<file path="src/rtl/nabp_angle_scheduler.sv">
// nabp_angle_scheduler
// Walks the projection angles of one back-projection pass, fetches each
// angle's accumulator bases from an external synchronous LUT and presents
// them to the swap controller through the has_next/ack handshake.
//
// Optional feature macro: NABP_ANGLE_STRIDE_EN
//   defined   -> angle_stride port exists; latched on the accepted kick
//                (a latched value of 0 behaves as 1)
//   undefined -> stride is the constant 1; every angle of the pass is shown
module nabp_angle_scheduler #(
  parameter int ANGLE_LEN = 180,
  parameter int ANGLE_W   = 8,
  parameter int DATA_W    = 16
) (
  input  logic                  clk,
  input  logic                  reset_n,
  input  logic                  kick,
  input  logic                  abort,
  output logic                  busy,
  output logic                  done,
  output logic                  lut_en,
  output logic [ANGLE_W-1:0]    lut_addr,
  input  logic [3*DATA_W-1:0]   lut_data,
  output logic [ANGLE_W-1:0]    angle,
  output logic [DATA_W-1:0]     sh_accu_base,
  output logic [DATA_W-1:0]     mp_accu_init,
  output logic [DATA_W-1:0]     mp_accu_base,
  output logic                  angle_valid,
  output logic                  hs_has_next_angle,
  input  logic                  hs_next_angle_ack
`ifdef NABP_ANGLE_STRIDE_EN
  ,
  input  logic [ANGLE_W-1:0]    angle_stride
`endif
);

  typedef enum logic [2:0] {
    S_IDLE    = 3'd0,
    S_FETCH   = 3'd1,
    S_CAPTURE = 3'd2,
    S_PRESENT = 3'd3,
    S_DONE    = 3'd4
  } state_t;

  // Pass length widened by one bit so angle+stride never wraps before the
  // end-of-pass compare.
  localparam logic [ANGLE_W:0] LP_LEN = (ANGLE_W+1)'(ANGLE_LEN);

  state_t               r_state;
  state_t               w_next;

  logic [ANGLE_W-1:0]   r_angle;
  logic [DATA_W-1:0]    r_sh_base;
  logic [DATA_W-1:0]    r_mp_init;
  logic [DATA_W-1:0]    r_mp_base;

  logic [ANGLE_W-1:0]   w_stride;
  logic [ANGLE_W:0]     w_sum;
  logic                 w_last;

  logic                 w_busy;
  logic                 w_done;
  logic                 w_lut_en;
  logic                 w_valid;
  logic                 w_advance;
  logic                 w_capture;

`ifdef NABP_ANGLE_STRIDE_EN
  logic [ANGLE_W-1:0]   r_stride;

  // Latch the stride when a kick is accepted; zero behaves as a unit step.
  always_ff @(posedge clk) begin
    if (!reset_n) begin
      r_stride <= ANGLE_W'(1);
    end else if (r_state == S_IDLE && kick) begin
      r_stride <= (angle_stride == '0) ? ANGLE_W'(1) : angle_stride;
    end
  end

  assign w_stride = r_stride;
`else
  assign w_stride = ANGLE_W'(1);
`endif

  // End-of-pass detection depends only on registered values, so the
  // handshake outputs carry no combinational path from any input.
  assign w_sum  = {1'b0, r_angle} + {1'b0, w_stride};
  assign w_last = (w_sum >= LP_LEN);

  // State register.
  always_ff @(posedge clk) begin
    if (!reset_n) begin
      r_state <= S_IDLE;
    end else begin
      r_state <= w_next;
    end
  end

  // Next-state and state-decoded controls; abort overrides any non-idle move.
  always_comb begin
    w_next    = r_state;
    w_busy    = 1'b1;
    w_done    = 1'b0;
    w_lut_en  = 1'b0;
    w_valid   = 1'b0;
    w_advance = 1'b0;
    w_capture = 1'b0;
    case (r_state)
      S_IDLE: begin
        w_busy = 1'b0;
        if (kick) begin
          w_next = S_FETCH;
        end
      end
      S_FETCH: begin
        w_lut_en = 1'b1;
        w_next   = S_CAPTURE;
      end
      S_CAPTURE: begin
        w_capture = 1'b1;
        w_next    = S_PRESENT;
      end
      S_PRESENT: begin
        w_valid = 1'b1;
        if (hs_next_angle_ack) begin
          if (w_last) begin
            w_next = S_DONE;
          end else begin
            w_advance = 1'b1;
            w_next    = S_FETCH;
          end
        end
      end
      S_DONE: begin
        w_done = 1'b1;
        w_next = S_IDLE;
      end
      default: begin
        w_busy = 1'b0;
        w_next = S_IDLE;
`ifndef SYNTHESIS
        if (reset_n) begin
          $error("nabp_angle_scheduler: invalid state %0d", r_state);
        end
`endif
      end
    endcase
    if (abort && (r_state != S_IDLE)) begin
      w_next    = S_IDLE;
      w_advance = 1'b0;
    end
  end

  // Angle counter: parked at 0 while idle, stepped on a non-final ack.
  always_ff @(posedge clk) begin
    if (!reset_n) begin
      r_angle <= '0;
    end else if (r_state == S_IDLE) begin
      r_angle <= '0;
    end else if (w_advance) begin
      r_angle <= w_sum[ANGLE_W-1:0];
    end
  end

  // Capture the LUT word one cycle after the read strobe; abort leaves it.
  always_ff @(posedge clk) begin
    if (!reset_n) begin
      r_sh_base <= '0;
      r_mp_init <= '0;
      r_mp_base <= '0;
    end else if (w_capture) begin
      r_sh_base <= lut_data[3*DATA_W-1:2*DATA_W];
      r_mp_init <= lut_data[2*DATA_W-1:DATA_W];
      r_mp_base <= lut_data[DATA_W-1:0];
    end
  end

  assign busy              = w_busy;
  assign done              = w_done;
  assign lut_en            = w_lut_en;
  assign lut_addr          = r_angle;
  assign angle             = r_angle;
  assign sh_accu_base      = r_sh_base;
  assign mp_accu_init      = r_mp_init;
  assign mp_accu_base      = r_mp_base;
  assign angle_valid       = w_valid;
  assign hs_has_next_angle = w_valid & ~w_last;

endmodule

</file>
<file path="config.mk">
export PLATFORM = sky130hd
export DESIGN_NAME = nabp_angle_scheduler
export DESIGN_NICKNAME = d
export VERILOG_FILES = /design/src/rtl/nabp_angle_scheduler.sv
export SDC_FILE = /design/constraint.sdc
export NUM_CORES = 1
export LEC_CHECK = 0
export BUFFER_PORTS_ARGS = -buffer_cell sky130_fd_sc_hd__buf_2
export CAP_MARGIN = 0
export CORE_UTILIZATION = 44
export CTS_BUF_LIST = sky130_fd_sc_hd__clkbuf_8
export CTS_CLUSTER_SIZE = 40
export DETAILED_ROUTE_END_ITERATION = 10
export PLACE_DENSITY = 0.91
export SLEW_MARGIN = 40
export SYNTH_ARGS = -nofsm -noshare
export SYNTH_HDL_FRONTEND = slang
export SYNTH_SLANG_ARGS = --single-unit
</file>
<file path="constraint.sdc">
create_clock -name clk -period 2.1 [get_ports clk]
set_input_delay 0.42 -clock clk [delete_from_list [all_inputs] [get_ports clk]]
set_output_delay 0.42 -clock clk [all_outputs]
set_load 0.005 [all_outputs]
</file>
# Yosys cells after proc, flatten, opt, wreduce, memory -nomap -nowiden

Cells that the tools add are included.
W data, S select, Z words.

Register bits after elaboration: 59
Input port bits: 53
Output and inout port bits: 69
Word-level logic and storage cells: 36

$add $sub $neg: 1
Magnitude comparators: 1
Equality and inequality tests: 6
Muxes and demuxes: 13
Bitwise operators: 3
Reduce and logical (&&, ||, !) cells: 7

Operators with widths:

| cell                  | number |
|---|---|
| $pmux W3 S4           | 1 |
| $add A8 B1 Y9 const B | 1 |
| $ge A9 B8 Y1 const B  | 1 |
| $mux W1               | 9 |
| $mux W3               | 3 |
| $eq A3 B2 Y1 const B  | 2 |
| $ne A2 B2 Y1 const B  | 2 |
| $reduce_or A2 Y1      | 2 |
| $reduce_or A4 Y1      | 1 |
| $eq A3 B1 Y1 const B  | 1 |
| $eq A3 B3 Y1 const B  | 1 |
| $logic_not A3 Y1      | 1 |
| $reduce_bool A3 Y1    | 1 |
| $not A1 Y1            | 2 |
| $reduce_and A2 Y1     | 1 |
| $and A1 B1 Y1         | 1 |
| $logic_and A1 B1 Y1   | 1 |

# Longest topological paths before layout

Gate-level depths: netlist of the first run.

Word-level depth: 6
Gate-level depth with buffers: 7
Mapped depth without buffers: 6

# Worst setup path after synthesis of the first run

Ideal clock, no wire load.

Path type: flip-flop to output port
Start point: register r_angle[0], in the netlist angle[0]
End point: output port hs_has_next_angle
Arrival time: 1.822 ns
Data required time: 1.680 ns
Setup slack: -0.142 ns
Cell stages (with the launch flop): 7
Path buffers: 0
Path through: dfxtp_1 ha_1 or4b_4 o2111ai_2 o21ai_2 o311a_1 a21oi_1

Longest elaborated chain between the ends: 4

RTL lines:

| element                  | line | RTL |
|---|---|---|
| start: declaration       | 52   | `logic [ANGLE_W-1:0] r_angle;` |
| start signal: assignment | 161  | `r_angle <= w_sum[ANGLE_W-1:0];` |
| $add A8 B1 Y9            | 87   | `assign w_sum = {1'b0, r_angle} + {1'b0, w_stride};` |
| $ge A9 B8 Y1             | 88   | `assign w_last = (w_sum >= LP_LEN);` |
| $not A1 Y1               | 187  | `assign hs_has_next_angle = w_valid & ~w_last;` |
| $and A1 B1 Y1            | 187  |  |
| end: declaration         | 29   | `output logic hs_has_next_angle,` |

Every way passes these cells.

# Worst setup path after layout of the first run

Ends and elaborated chain as after synthesis.

==> flow_summary.json, run 1 <==
{
  "outcome": "finished, violations left",
  "violations_in_the_final_reports": "negative setup slack",
  "maxSlewViolCount": 0,
  "drc": 0,
  "ys_seq_elements": 59,
  "ctsLongestPathBuffers": 2,
  "fmaxAchievable_mhz": 396,
  "dr.max_layer_used": "met4",
  "post_cts_hold_buffer_count": 0,
  "final_layout_size_suffix_gt1_frac": 0.399,
  "die_width_um": 80.0,
  "timing.critical_path.from_type": "flop",
  "drt_first_iter_violations": 96,
  "cts-htree-levels": 3,
  "post-layout-total-power_mw": 2.41,
  "n_antenna_cell": 0,
  "syn-num-nets": 373,
  "clk_transition_reported_paths_ns": 0.07,
  "fp.coreArea_sq_um": 5890,
  "proportion_of_synthesized_chip_area_in_sequential_cells": 0.441,
  "layoutNonFillerInstCount": 521,
  "total_wire_length_after_detailed_routing_um": 6890,
  "worstPathCellList": "ha_4 -> or4b_4 -> o2111ai_4 -> o21ai_2 -> o311a_1 -> a21oi_2 -> buf_2",
  "critPathMaxFanout": 2,
  "floorplan.io_pins": 122,
  "detail_route.vias_per_cell": 5.06,
  "max-slew-margin-rel": 0.683,
  "synth_edf_count": 0,
  "die-height_um": 80.0,
  "placement_row_count": 28,
  "grt_pass1_wl_um": 10100,
  "grt_max_degree": 42,
  "routed-wl-met2_um": 3410,
  "total_leakage_power_nw": 1.65,
  "root_buffer": "clkbuf_8",
  "ys.warnings.count": 0,
  "floorplan.initialDensity": 0.455,
  "first_pass_iters": 4,
  "fin_tns_setup_ns": -1.17,
  "post_place_setup_slack_ns": -0.0550,
  "worst_skew_pair.late_latency_ns": 0.33,
  "routedWlPerCell_um": 13.2,
  "track_usage": 0.206,
  "met1_length_um": 2930,
  "grt_setup_unrepaired": "yes",
  "timing.critical_path.required_ns": 1.68,
  "routabilityCongestion": 0.942,
  "worst_hold_path_type": "in -> reg",
  "worstMarginPinSlew_ns": 0.476,
  "synthArstFlopShare": 0,
  "via_count": 2638,
  "post-dp-hpwl_um": 4810,
  "grt_remaining_overflow": 0,
  "cts_sinks": 59,
  "fin_worst_skew_ns": 0.00673,
  "final_design_area_no_fill_sq_um": 3650,
  "number_of_buffers_created_by_cts": 9,
  "endpoint_kind": "output port",
  "cap_viol_max_count": 0,
  "power_density_nw_per_um2": 658,
  "timing.final.ws_setup_ns": -0.427,
  "first_global_vias": 2278,
  "setup_viol_count_final": 10,
  "die-area_sq_um": 6410,
  "critPathTopFamily": "compound AO/OA/AOI/OAI gates",
  "critical_path_class": "reg -> out",
  "worstPathArrival_ns": 2.11,
  "crit_buf_inv": 1,
  "fin_worst_hold_slack_ns": 0.326,
  "irDropWorstVdd_v": 0.000323,
  "fin_crit_sh": 1.20,
  "port_buffers": 121,
  "cp_slowest_stage_delay_ns": 0.50,
  "netlist_instances": 318,
  "synth-main-ff-cell": "dfxtp_1",
  "initial_antenna_violation_count": 0,
  "dr_wl_met3_um": 445,
  "placement.cell_area_sq_um": 3390,
  "final_core_util": 0.621,
  "report.final.hold_viol_count": 0,
  "fillCellCount": 523,
  "flow.area_growth_from_synthesis_pct": 36.3,
  "critPathSlowestCell": "or4b_4",
  "avg_synthesized_cell_area_sq_um": 8.43,
  "fin_nets": 496,
  "final.min_clock_period_ns": 2.53,
  "place_inst": 501,
  "route.antenna.remaining_nets": 0,
  "post_synth_num_cell_types": 46,
  "synthesis.area_sq_um": 2680,
  "cts_tree": "built"
}
Yosys cell counts, types with 3 or more instances:
library cell    n  area (sq um)
mux2i_1         3          30.0
nand3b_1        3          22.5
a21oi_1         3          15.0
dfxtp_1        59          1180
nand3_1         9          45.0
and4_1          3          26.3
a21boi_0       48           360
buf_2           3          15.0
inv_1           3          11.3
nor2_1          5          18.8
nand2_1       107           402
clkbuf_1       17          63.8
nand4_1         3          18.8
buf_4           8          60.1
nand2b_1        4          25.0
a211o_1         3          26.3
layout by cell type (no fill, tap or decap), drive strengths merged, types with 2 or more instances in the layout:
cell type and n:
buf 143, nand2 107, dfxtp 59, nand2b 4, a211o 3, o21ai 2, clkinv 2, nor2 5
ha 2, a21boi 48, a21oi 5, or4b 2, a21o 2, and2 2, inv 3, nand3 9
nor3b 2, nand3b 3, clkbuf 12, o211ai 2, xnor2 3, mux2i 3, nand4 3, and4 3
power breakdown:
group	switching, mW	internal, mW	total [mW]
clock	0.441	0.641	1.08
sequential	0.0138	1.14	1.16
combinational	0.0819	0.0862	0.168
final cells by class:
type | instances | area, sq um | area share
timing repair buffer | 143 | 782 | 0.214
sequential | 59 | 1190 | 0.325
tap | 75 | 93.8 | 0.0257
clock inverter | 4 | 47.5 | 0.0130
inverter | 3 | 11.3 | 0.00308
multi-input combinational | 225 | 1370 | 0.374
clock buffer | 12 | 165 | 0.0452
what timing repair did:
action | CTS | global route
gates resized for setup | 0 | 6
buffers inserted | 1 | 3
pin swaps | 0 | 5
endpoints found under the setup margin | 1 | 2
registers in the layout, summed over array words and instances, names as in the netlist:
name / flops
angle: 8
mp_accu_base: 16
mp_accu_init: 16
r_state: 3
sh_accu_base: 16
logic make-up after synthesis:
kind of cell / Yosys count / share of synthesized area
AO/OA/AOI/OAI: 74 / 0.226
flip-flops: 59 / 0.441
AND/OR/NAND/NOR: 143 / 0.237
XOR/XNOR: 3 / 0.0126
adder cells (fa/ha/maj): 2 / 0.00934
multiplexers: 3 / 0.0112
buffers and inverters: 34 / 0.0630
worst paths after layout:
kind	startpoint	end	slack (ns)	cells past startpoint
max	angle[0]	hs_has_next_angle	-0.43	7
min	hs_next_angle_ack	r_state[1]	0.33	2
min reg2reg	mp_accu_init[9]	mp_accu_init[9]	0.46	2
max reg2reg	angle[0]	angle[5]	-0.13	10
metal layers:
metal / track usage / up-vias
met4: 0.0679 / 0
met1: 0.231 / 1203
met2: 0.368 / 117
met3: 0.0629 / 14
li1: - / 1304
met5: 0 / -
(Power assumes the default switching activity.)
==> run 2, diff against run 1 <==
--- a/config.mk
+++ b/config.mk
@@ -7,11 +7,12 @@
 export LEC_CHECK = 0
 export BUFFER_PORTS_ARGS = -buffer_cell sky130_fd_sc_hd__buf_2
 export CAP_MARGIN = 0
-export CORE_UTILIZATION = 44
+export CORE_UTILIZATION = 52
 export CTS_BUF_LIST = sky130_fd_sc_hd__clkbuf_8
 export CTS_CLUSTER_SIZE = 40
 export DETAILED_ROUTE_END_ITERATION = 10
-export PLACE_DENSITY = 0.91
+export GPL_TIMING_DRIVEN = 0
+export PLACE_DENSITY = 0.95
 export SLEW_MARGIN = 40
 export SYNTH_ARGS = -nofsm -noshare
 export SYNTH_HDL_FRONTEND = slang
==> constraint.sdc (replaced) <==
create_clock -name clk -period 3.2 [get_ports clk]
set_input_delay 0.64 -clock clk [delete_from_list [all_inputs] [get_ports clk]]
set_output_delay 0.64 -clock clk [all_outputs]
set_load 0.005 [all_outputs]
==> flow_summary.json, run 2 (synthesized netlist as in run 1, its figures left out) <==
{
  "outcome": "finished clean",
  "worstPathArrival_ns": 2.38,
  "fin_worst_skew_ns": 0.0106,
  "routabilityCongestion": 0.860,
  "n_antenna_cell": 0,
  "mostFrequentLayoutCells": "buf_2, nand2_1, dfxtp_1, a21boi_0, clkbuf_1",
  "final.min_clock_period_ns": 3.02,
  "post-cts-setup-buffers": 0,
  "critical_path_class": "reg -> out",
  "endpoint_kind": "output port",
  "worst_skew_pair.late_latency_ns": 0.33,
  "worstMarginPinSlew_ns": 0.472,
  "p_sw_frac": 0.215,
  "cell_internal_pwr_mw": 1.22,
  "die-height_um": 73.8,
  "cap_viol_max_count": 0,
  "final_layout_size_suffix_gt1_frac": 0.355,
  "min_delay_path_depth": 2,
  "fin_crit_sh": 0.945,
  "port_buffers": 121,
  "floorplan.io_pins": 122,
  "cts_tree": "built",
  "detail_route.vias_per_cell": 5.05,
  "number_of_buffers_created_by_cts": 9,
  "route.antenna.remaining_nets": 0,
  "power.share.sequential": 0.488,
  "report.final.hold_viol_count": 0,
  "timing.critical_path.from_type": "flop",
  "grt_remaining_overflow": 0,
  "track_usage": 0.244,
  "first_pass_iters": 4,
  "p_sw_mw": 0.335,
  "die_width_um": 73.8,
  "initial_antenna_violation_count": 0,
  "comb_power_share": 0.072,
  "ctsLongestPathBuffers": 2,
  "timing.critical_path.required_ns": 2.56,
  "fin_tns_setup_ns": 0,
  "routedWlPerCell_um": 12.1,
  "via_count": 2624,
  "fin_worst_hold_slack_ns": 0.459,
  "cts_sinks": 59,
  "timing.critical_path.depth": 7,
  "layout.cells.most_common": "buf_2",
  "flow.area_growth_from_synthesis_pct": 33.3,
  "power_density_nw_per_um2": 435,
  "post-layout-total-power_mw": 1.55,
  "cts-htree-levels": 3,
  "grt_max_degree": 12,
  "power.share.clock": 0.440,
  "cp_slowest_stage_delay_ns": 0.52,
  "max-slew-margin-rel": 0.685,
  "maxSlewViolCount": 0,
  "crit_buf_inv": 1,
  "postCtsResizedCells": 0,
  "drc": 0,
  "placement_row_count": 25,
  "first_global_vias": 2412,
  "grt_setup_unrepaired": "no",
  "clk_transition_reported_paths_ns": 0.06,
  "die-area_sq_um": 5440,
  "fmaxAchievable_mhz": 331,
  "total_leakage_power_nw": 1.62,
  "ff2ff_path_depth": 6,
  "worstPathCellList": "ha_2 -> a21bo_2 -> a21oi_2 -> o21ai_2 -> o311a_1 -> a21oi_1 -> buf_2",
  "critPathMaxFanout": 11,
  "irDropWorstVdd_v": 0.000473,
  "fin_nets": 505,
  "root_buffer": "clkbuf_8",
  "drt_first_iter_violations": 85,
  "worst_hold_path_type": "reg -> reg",
  "total_wire_length_after_detailed_routing_um": 6300,
  "post_cts_hold_buffer_count": 0,
  "setup_viol_count_final": 0,
  "post-dp-hpwl_um": 4740,
  "floorplan.initialDensity": 0.553,
  "fp.coreArea_sq_um": 4850,
  "critPathTopFamily": "compound AO/OA/AOI/OAI gates",
  "grt_pass1_wl_um": 10100,
  "critPathSlowestCell": "dfxtp_1"
}
## run 2: cell count changes in the layout (fill, tap and decap cells not counted), moves of 2 or more
| cell | delta |
|---|---|
| buf_4 | -11 |
| clkbuf_1 | +17 |
| buf_2 | +3 |
| buf_1 | +2 |
| dfxtp_1 | +2 |
| buf_6 | -2 |
## run 2: final cells by class
cell class                      count  area, sq um
Inverter                            3         11.3
Fill cell                         363         1280
Clock buffer                       12          165
Buffer                             31          158
Sequential cell                    59         1180
Clock inverter                      2         35.0
Timing Repair Buffer              121          606
Multi-Input combinational cell    225         1330
Tap cell                           67         83.8
## run 2: power by group through the flow
stage | clock, mW | sequential [mW] | combinational, mW
floorplan | 0 | 0.776 | 0.0485
global placement | 0 | 0.774 | 0.110
detailed placement | 0 | 0.775 | 0.112
CTS | 0.697 | 0.759 | 0.113
global route | 0.735 | 0.760 | 0.126
finish | 0.684 | 0.759 | 0.112
## run 2: worst paths after layout
path,from,end,slack [ns]
max reg2reg,angle[0],angle[5],1.09
max,angle[0],hs_has_next_angle,0.18
min reg2reg,mp_accu_init[8],mp_accu_init[8],0.46
min,mp_accu_init[8],mp_accu_init[8],0.46
## run 2: worst register-to-register path, delay by kind of cell (launching register included)
kind	cells	cell delay, ns
and+or+nand+nor	2	0.37
DFF	1	0.52
AOI/OAI and AO/OA	3	0.76
adders and majority gates	1	0.33
## run 2: stage by stage
step            util  setup WS (ns)  area, sq um  instances
2_1_floorplan      -          0.738         2680        318
3_3_place_gp   0.695          0.508         3370        506
3_5_place_dp   0.695          0.473         3370        506
4_1_cts        0.736          0.105         3570        520
5_1_grt        0.737         0.0555         3570        520
6_report       0.737          0.178         3570        520
## run 2: per-layer routing
layer	vias to the layer above	share of wire	global-route usage
met5	-	0	0
met4	0	0.024	0.137
met3	12	0.072	0.0617
met2	107	0.48	0.427
met1	1176	0.42	0.267
li1	1329	-	-
